File: src/rtl/dna_pkg.sv
`default_nettype none
// ============================================================================
// Module   : dna_pkg
// Brief    : Shared types and constants for the DNA pattern scan scheduler.
// Revision : 1.0 - initial release
// ============================================================================
package dna_pkg;

  typedef enum logic [1:0] {
    IDLE   = 2'd0,
    STREAM = 2'd1,
    REPORT = 2'd2
  } sched_state_e;

  localparam logic [7:0] ASC_A = 8'h41;
  localparam logic [7:0] ASC_C = 8'h43;
  localparam logic [7:0] ASC_G = 8'h47;
  localparam logic [7:0] ASC_T = 8'h54;

  localparam int PAT_LEN = 8;
  // "ATATGCGA", first character in the most significant byte
  localparam logic [8*PAT_LEN-1:0] PATTERN =
    {ASC_A, ASC_T, ASC_A, ASC_T, ASC_G, ASC_C, ASC_G, ASC_A};

  function automatic logic [7:0] pat_char(input logic [2:0] idx);
    return PATTERN[8*(PAT_LEN-1-int'(idx)) +: 8];
  endfunction

endpackage
`default_nettype wire

File: src/rtl/dna_scan_sched_if.sv
`default_nettype none
// ============================================================================
// Module   : dna_scan_sched_if
// Brief    : Requester streams and result bus of the DNA scan scheduler.
// Revision : 1.0 - initial release
// ============================================================================
interface dna_scan_sched_if #(
  parameter int NCH     = 4,
  parameter int CNT_MAX = 3
);
  logic [NCH-1:0]                 req_valid;
  logic [8*NCH-1:0]               req_data;
  logic [NCH-1:0]                 req_last;
  logic [NCH-1:0]                 req_ready;
  logic                           res_valid;
  logic [$clog2(NCH)-1:0]         res_chan;
  logic [$clog2(CNT_MAX+1)-1:0]   res_cnt;
  logic                           res_danger;
  logic                           busy;

  modport master (
    output req_valid, req_data, req_last,
    input  req_ready, res_valid, res_chan, res_cnt, res_danger, busy
  );

  modport slave (
    input  req_valid, req_data, req_last,
    output req_ready, res_valid, res_chan, res_cnt, res_danger, busy
  );
endinterface
`default_nettype wire

File: src/rtl/dna_matcher.sv
`default_nettype none
// ============================================================================
// Module   : dna_matcher
// Brief    : Counts "ATATGCGA" occurrences, saturating at CNT_MAX.
//            DNA_SCAN_OVERLAP_EN: reuse the trailing 'A' after a match.
// Revision : 1.0 - initial release
// ============================================================================
module dna_matcher
  import dna_pkg::*;
#(
  parameter int CNT_MAX = 3
) (
  input  logic                           clk,
  input  logic                           reset,
  input  logic                           clr,
  input  logic                           step,
  input  logic [7:0]                     ch,
  output logic [$clog2(CNT_MAX+1)-1:0]   cnt,
  output logic                           sat
);
  localparam int CW = $clog2(CNT_MAX+1);

  logic [2:0]    st_q, st_d;
  logic [CW-1:0] cnt_q, cnt_d;

  assign sat = (cnt_q == CW'(CNT_MAX));
  assign cnt = cnt_q;

  always_comb begin
    st_d  = st_q;
    cnt_d = cnt_q;
    if (clr) begin
      st_d  = '0;
      cnt_d = '0;
    end else if (step && !sat) begin
      if (ch == pat_char(st_q)) begin
        if (st_q == 3'(PAT_LEN-1)) begin
          cnt_d = cnt_q + 1'b1;
`ifdef DNA_SCAN_OVERLAP_EN
          st_d  = 3'd1;
`else
          st_d  = 3'd0;
`endif
        end else begin
          st_d = st_q + 3'd1;
        end
      end else if (ch == ASC_A) begin
        // "ATATA" keeps the suffix "ATA"; every other 'A' mismatch restarts at "A"
        st_d = (st_q == 3'd4) ? 3'd3 : 3'd1;
      end else begin
        st_d = '0;
      end
    end
  end

  always_ff @(posedge clk or negedge reset) begin
    if (!reset) begin
      st_q  <= '0;
      cnt_q <= '0;
    end else begin
      st_q  <= st_d;
      cnt_q <= cnt_d;
    end
  end

endmodule
`default_nettype wire

File: src/rtl/dna_scan_sched.sv
`default_nettype none
// ============================================================================
// Module   : dna_scan_sched
// Brief    : Round-robin arbiter feeding whole sequences to one DNA matcher.
// Revision : 1.0 - initial release
// ============================================================================
module dna_scan_sched
  import dna_pkg::*;
#(
  parameter int NCH     = 4,
  parameter int CNT_MAX = 3
) (
  input  logic             clk,
  input  logic             reset,
  dna_scan_sched_if.slave  bus
);
  localparam int CHW = $clog2(NCH);
  localparam int CW  = $clog2(CNT_MAX+1);

  sched_state_e   state_q, state_d;
  logic [CHW-1:0] grant_q, grant_d;
  logic [CHW-1:0] rr_q, rr_d;
  logic [CHW-1:0] pick, idx;
  logic           any_valid;
  logic           accept, sel_last, clr;
  logic [7:0]     sel_byte;
  logic [CW-1:0]  cnt;
  logic           sat;

  // Descending scan so the candidate closest to rr_q is written last and wins
  always_comb begin
    any_valid = 1'b0;
    pick      = '0;
    idx       = '0;
    for (int k = NCH-1; k >= 0; k--) begin
      idx = CHW'((int'(rr_q) + k) % NCH);
      if (bus.req_valid[idx]) begin
        any_valid = 1'b1;
        pick      = idx;
      end
    end
  end

  assign sel_byte = bus.req_data[{grant_q, 3'b000} +: 8];
  assign sel_last = bus.req_last[grant_q];
  assign accept   = (state_q == STREAM) && bus.req_valid[grant_q];

  always_comb begin
    state_d = state_q;
    grant_d = grant_q;
    rr_d    = rr_q;
    clr     = 1'b0;
    case (state_q)
      IDLE: begin
        clr = 1'b1;
        if (any_valid) begin
          grant_d = pick;
          state_d = STREAM;
        end
      end
      STREAM: begin
        if (accept && sel_last) state_d = REPORT;
      end
      REPORT: begin
        rr_d    = (grant_q == CHW'(NCH-1)) ? '0 : grant_q + 1'b1;
        state_d = IDLE;
      end
      default: state_d = IDLE;
    endcase
  end

  always_ff @(posedge clk or negedge reset) begin
    if (!reset) begin
      state_q <= IDLE;
      grant_q <= '0;
      rr_q    <= '0;
    end else begin
      state_q <= state_d;
      grant_q <= grant_d;
      rr_q    <= rr_d;
    end
  end

  always_comb begin
    bus.req_ready = '0;
    if (state_q == STREAM) bus.req_ready[grant_q] = 1'b1;
  end

  // Result fields are zeroed outside REPORT so idle outputs read as reset values
  assign bus.res_valid  = (state_q == REPORT);
  assign bus.res_chan   = bus.res_valid ? grant_q : '0;
  assign bus.res_cnt    = bus.res_valid ? cnt : '0;
  assign bus.res_danger = bus.res_valid && sat;
  assign bus.busy       = (state_q != IDLE);

  dna_matcher #(
    .CNT_MAX (CNT_MAX)
  ) u_matcher (
    .clk   (clk),
    .reset (reset),
    .clr   (clr),
    .step  (accept),
    .ch    (sel_byte),
    .cnt   (cnt),
    .sat   (sat)
  );

endmodule
`default_nettype wire

File: src/flat_wrapper.sv
// flat-port wrapper written by rule: the top's interface ports become plain ports
module dna_scan_sched_flat import dna_pkg::*;
#(
  parameter int NCH     = 4,
  parameter int CNT_MAX = 3
)
  (clk, reset, bus_req_valid, bus_req_data, bus_req_last, bus_req_ready, bus_res_valid, bus_res_chan, bus_res_cnt, bus_res_danger, bus_busy);
  dna_scan_sched_if #(.NCH(NCH), .CNT_MAX(CNT_MAX)) bus_i ();
  input  logic clk;
  input  logic reset;
  input wire logic [$bits(bus_i.req_valid)-1:0] bus_req_valid;
  input wire logic [$bits(bus_i.req_data)-1:0] bus_req_data;
  input wire logic [$bits(bus_i.req_last)-1:0] bus_req_last;
  output wire logic [$bits(bus_i.req_ready)-1:0] bus_req_ready;
  output wire logic [$bits(bus_i.res_valid)-1:0] bus_res_valid;
  output wire logic [$bits(bus_i.res_chan)-1:0] bus_res_chan;
  output wire logic [$bits(bus_i.res_cnt)-1:0] bus_res_cnt;
  output wire logic [$bits(bus_i.res_danger)-1:0] bus_res_danger;
  output wire logic [$bits(bus_i.busy)-1:0] bus_busy;
  assign bus_i.req_valid = bus_req_valid;
  assign bus_i.req_data = bus_req_data;
  assign bus_i.req_last = bus_req_last;
  assign bus_req_ready = bus_i.req_ready;
  assign bus_res_valid = bus_i.res_valid;
  assign bus_res_chan = bus_i.res_chan;
  assign bus_res_cnt = bus_i.res_cnt;
  assign bus_res_danger = bus_i.res_danger;
  assign bus_busy = bus_i.busy;
  dna_scan_sched #(.NCH(NCH), .CNT_MAX(CNT_MAX)) u_core (.clk(clk), .reset(reset), .bus(bus_i));
endmodule
File: config.mk
export PLATFORM = sky130hd
export DESIGN_NAME = dna_scan_sched_flat
export DESIGN_NICKNAME = d
export VERILOG_FILES = /design/src/rtl/dna_pkg.sv /design/src/rtl/dna_scan_sched_if.sv /design/src/rtl/dna_matcher.sv /design/src/rtl/dna_scan_sched.sv /design/src/flat_wrapper.sv
export SDC_FILE = /design/constraint.sdc
export NUM_CORES = 1
export LEC_CHECK = 0
export CORE_UTILIZATION = 35
export CTS_CLUSTER_SIZE = 14
export DETAILED_ROUTE_END_ITERATION = 12
export HOLD_SLACK_MARGIN = 0.03
export PLACE_DENSITY = 0.7
export SYNTH_ARGS = -nofsm -noshare
export SYNTH_HDL_FRONTEND = slang
export SYNTH_SLANG_ARGS = --single-unit
File: constraint.sdc
create_clock -name clk -period 6.55 [get_ports clk]
set_input_delay 1.31 -clock clk [delete_from_list [all_inputs] [get_ports clk]]
set_output_delay 1.31 -clock clk [all_outputs]
set_load 0.05 [all_outputs]
==> PnR_summary.wiki <==
{| class="wikitable"
! Metric !! Value
|-
| Hold WC Path Type || reg2reg
|-
| Global routing met3 resource utilization || 0.03736
|-
| Worst hold slack || around 0.58 ns
|-
| Maximum level of the CTS H-tree || 1
|-
| Total number of vias || 1141
|-
| Share of flip-flops with an asynchronous set or reset after synthesis || 1.000
|-
| Required time reported for the critical path endpoint || 5.24 ns
|-
| Net count, final || 227
|-
| Iteration count of the initial detailed-routing pass || 4
|-
| Total congestion overflow || 0
|-
| Cell Pwr Density || 269.2 nW/um2
|-
| Endpoints failing hold || 0
|-
| Top cells by area in the synthesized netlist || sky130_fd_sc_hd__dfrtp_1 24%, sky130_fd_sc_hd__ha_1 11%, sky130_fd_sc_hd__mux4_2 10%
|-
| Post-CTS Hold Buffers || 0
|-
| CTS tree || yes
|-
| Maximum number of pins on one net before global-route repair || 17
|-
| Final count of pins violating max slew || 0
|-
| Setup crit end kind || output port
|-
| Buf+Inv Stages, Crit Path || 2
|-
| Crit start category || register
|-
| Setup Skew || 0.002863 ns
|-
| Wire length of the first global-routing pass || 5250 um
|-
| Final cell count without fillers || 218
|-
| Vias per std cell || between 5 and 6
|-
| Setup repair after global routing missed its margin || false
|-
| First DRT Iteration DRCs || 20
|-
| Library cell with the largest summed area after synthesis || sky130_fd_sc_hd__dfrtp_1
|-
| Pin slew with the least headroom to its limit || 0.6112 ns
|-
| Detailed Place HPWL || between 2000 and 3000 um
|-
| Via count of the first global-routing pass || 1199
|-
| Setup total negative slack || 0 ns
|-
| Die width || 58.82 um
|-
| Area share of the leading cell type in the synthesized netlist || 0.2436
|-
| Clock-pin slew on the worst setup and hold paths || 0.07 ns
|-
| Number of sinks on the clock net || 11
|-
| Maximum root-to-sink buffer count || 2
|-
| Net count after synthesis || 174
|-
| Overall global routing resource usage || 0.1971
|-
| Chain of cells forming the critical path || inv_1, ha_1, and2_1, clkdlybuf4s50_1
|-
| Worst slew slack as a fraction of its limit || 0.5926
|-
| Count of pins on the block boundary || 53
|-
| Cell Area, Synth || 1130 um2
|-
| Leakage power summed over all cells || 0.6507 nW
|-
| Final weighted congestion in routability-driven placement || a little over 0.7
|-
| Worst path setup slack after routing || 2.992 ns
|-
| Clock latency of the later-clocked register in the worst-skew pair || 0.26 ns
|-
| Count of maximum capacitance violations || 0
|-
| Antenna-violating nets left || 0
|-
| CTS-repair resized insts || 0
|-
| Synth cell types || 40
|-
| Standard cell core area || 3053 um2
|-
| Global routing met2 resource utilization || 0.3945
|-
| Flop and latch count out of synthesis || 11
|-
| Worst slack at placement || 3.115 ns
|-
| Vertical die dimension || around 60 um
|-
| Clock buffer count from CTS || 3
|-
| Number of core rows || 20
|-
| Residual DRC count || 0
|-
| Number of fill cells in the layout || 291
|-
| Finish-stage setup viols || 0
|-
| EDFF count, synth || 0
|-
| Placed Cells incl. Taps || 214
|-
| Detailed Route WL || 3158 um
|-
| Port Buffer Count || 52
|-
| Root Driver || sky130_fd_sc_hd__clkbuf_4
|-
| Worst stage delay on the critical path || 0.73 ns
|-
| Top FF cell, synth || sky130_fd_sc_hd__dfrtp_1
|-
| Buffers inserted during post-CTS setup optimization || 0
|-
| IR drop worst, VDD || 0.2625 mV
|-
| Routed WL per cell || between 10 and 15 um
|-
| Max frequency || 281.0 MHz
|-
| Cell with the biggest individual delay on the critical path || sky130_fd_sc_hd__dfrtp_1
|-
| Minimum period implied by the final worst setup slack || roughly 3.6 ns
|-
| Register area share after synthesis || 0.2436
|-
| Initial Util || 0.3701
|-
| Area added between synthesis and finish || 51.49%
|-
| Syn avg cell area || 9.261 um2
|-
| Largest driver fanout on the critical path || 15
|-
| Top Usage Layer GRT || met2
|-
| Die ar. || 3459 um2
|-
| Data arrival time of the worst path || 2.25 ns
|-
| Number of warning messages in the yosys log || 0
|-
| Number of diodes || 0
|-
| Routing usage on met1 || 0.2142
|-
| Fraction of final layout cells sized beyond drive strength 1 || 0.07471
|-
| Final period util || 0.5432
|-
| FF/Latch Area || 275.3 um2
|-
| Area of the multi-input gates || 804.5 um2
|-
| Share of the core filled with cells || 0.5607
|-
| CP top delay family || buffers and inverters
|-
| Gate Count Post-Synth || 122
|-
| Outcome || finished, final reports clean
|-
| Setup CP Type || reg2out
|-
| Number of antenna violations at the first check in global routing || 0
|}
cell families after synthesis:
kind of cell,after synthesis,synth area share
simple gates,54,0.2636
compound gates,22,0.1672
buf+inv,12,0.04430
mux,11,0.1550
flops,11,0.2436
fa+ha+maj,10,0.1107
xor+xnor,2,0.01551
worst register-to-register path, cell delays in order, from the launching register on:
cell                        delay (ns)
sky130_fd_sc_hd__dfrtp_1          0.73
sky130_fd_sc_hd__mux4_2           0.66
sky130_fd_sc_hd__xor2_1           0.18
sky130_fd_sc_hd__a41oi_1          0.22
sky130_fd_sc_hd__a2111oi_4        0.45
sky130_fd_sc_hd__mux2i_1          0.25
cell usage in the layout (no fill, tap or decap), types with 2 or more instances in the layout:
master                             n
sky130_fd_sc_hd__o311ai_1          2
sky130_fd_sc_hd__and2_1           10
sky130_fd_sc_hd__nor2_1            5
sky130_fd_sc_hd__clkbuf_4          3
sky130_fd_sc_hd__clkdlybuf4s50_1  52
sky130_fd_sc_hd__a21o_1            2
sky130_fd_sc_hd__mux2_2            2
sky130_fd_sc_hd__o21ai_0           3
sky130_fd_sc_hd__nand2b_1          5
sky130_fd_sc_hd__nor3_1            3
sky130_fd_sc_hd__nand3_1           8
sky130_fd_sc_hd__dfrtp_1          11
sky130_fd_sc_hd__nand2_1          11
sky130_fd_sc_hd__ha_1             10
sky130_fd_sc_hd__mux4_2            5
sky130_fd_sc_hd__nor2b_1           3
sky130_fd_sc_hd__inv_1             8
sky130_fd_sc_hd__a41oi_1           2
sky130_fd_sc_hd__mux2i_1           4
sky130_fd_sc_hd__o211ai_1          2
sky130_fd_sc_hd__nor4b_1           4
registers in the layout, summed over array words and instances (netlist names):
name and flops:
u_core.grant_q 2, u_core.rr_q 2, u_core.state_q 2, u_core.u_matcher.cnt 2, u_core.u_matcher.st_q 3
stage by stage:
stage | total power [mW] | cell area [um2]
6_report | 0.4607 | 1712
5_1_grt | 0.4956 | 1712
4_1_cts | 0.4653 | 1712
3_5_place_dp | 0.4195 | 1685
3_3_place_gp | 0.4120 | 1685
2_1_floorplan | 0.3277 | 1130
Yosys cell counts (2+ instances only):
master / n
sky130_fd_sc_hd__dfrtp_1: 11
sky130_fd_sc_hd__nand3_1: 8
sky130_fd_sc_hd__nor4b_1: 4
sky130_fd_sc_hd__a21o_1: 2
sky130_fd_sc_hd__inv_1: 8
sky130_fd_sc_hd__o21ai_0: 3
sky130_fd_sc_hd__nor2_1: 5
sky130_fd_sc_hd__o311ai_1: 2
sky130_fd_sc_hd__mux4_2: 5
sky130_fd_sc_hd__clkbuf_1: 2
sky130_fd_sc_hd__a41oi_1: 2
sky130_fd_sc_hd__o211ai_1: 2
sky130_fd_sc_hd__mux2_2: 2
sky130_fd_sc_hd__nand2_1: 11
sky130_fd_sc_hd__nand2b_1: 5
sky130_fd_sc_hd__nor2b_1: 3
sky130_fd_sc_hd__ha_1: 10
sky130_fd_sc_hd__nor3_1: 3
sky130_fd_sc_hd__mux2i_1: 4
sky130_fd_sc_hd__and2_1: 10
cell type report:
class | count | area share
flip-flops and latches | 11 | 0.1608
multi-input cells | 99 | 0.4700
inverters | 8 | 0.01754
well taps | 44 | 0.03216
repair buffers | 52 | 0.3041
clock buffers | 4 | 0.01535
worst paths after layout:
kind	endpoint	start	depth (start not counted)	slack, ns
setup / recovery	bus_req_ready[0]	u_core.grant_q[0]$_DFFE_PN0P_	4	2.99
hold / removal	u_core.u_matcher.cnt[0]$_DFFE_PN0P_	u_core.u_matcher.cnt[0]$_DFFE_PN0P_	2	0.58
setup reg to reg	u_core.u_matcher.cnt[1]$_DFFE_PN0P_	u_core.grant_q[0]$_DFFE_PN0P_	5	3.98
hold reg to reg	u_core.u_matcher.cnt[0]$_DFFE_PN0P_	u_core.u_matcher.cnt[0]$_DFFE_PN0P_	2	0.58
max in group asynchronous	u_core.rr_q[0]$_DFFE_PN0P_	reset	1	4.80
min in group asynchronous	u_core.u_matcher.cnt[0]$_DFFE_PN0P_	reset	1	1.39
per-layer routing:
layer  vias to the layer above  share of wire
met5                         -              0
met3                         2          0.060
met1                       548           0.41
li1                        557              -
met4                         0         0.0013
met2                        34           0.53
where the power goes:
| group | internal [mW] | switching (mW) | total, mW |
|---|---|---|---|
| registers | 0.0853 | 0.0408 | 0.126 |
| logic | 0.134 | 0.157 | 0.290 |
| clock network | 0.0235 | 0.0207 | 0.0442 |
Note: power is estimated with default switching activity, not from simulation.
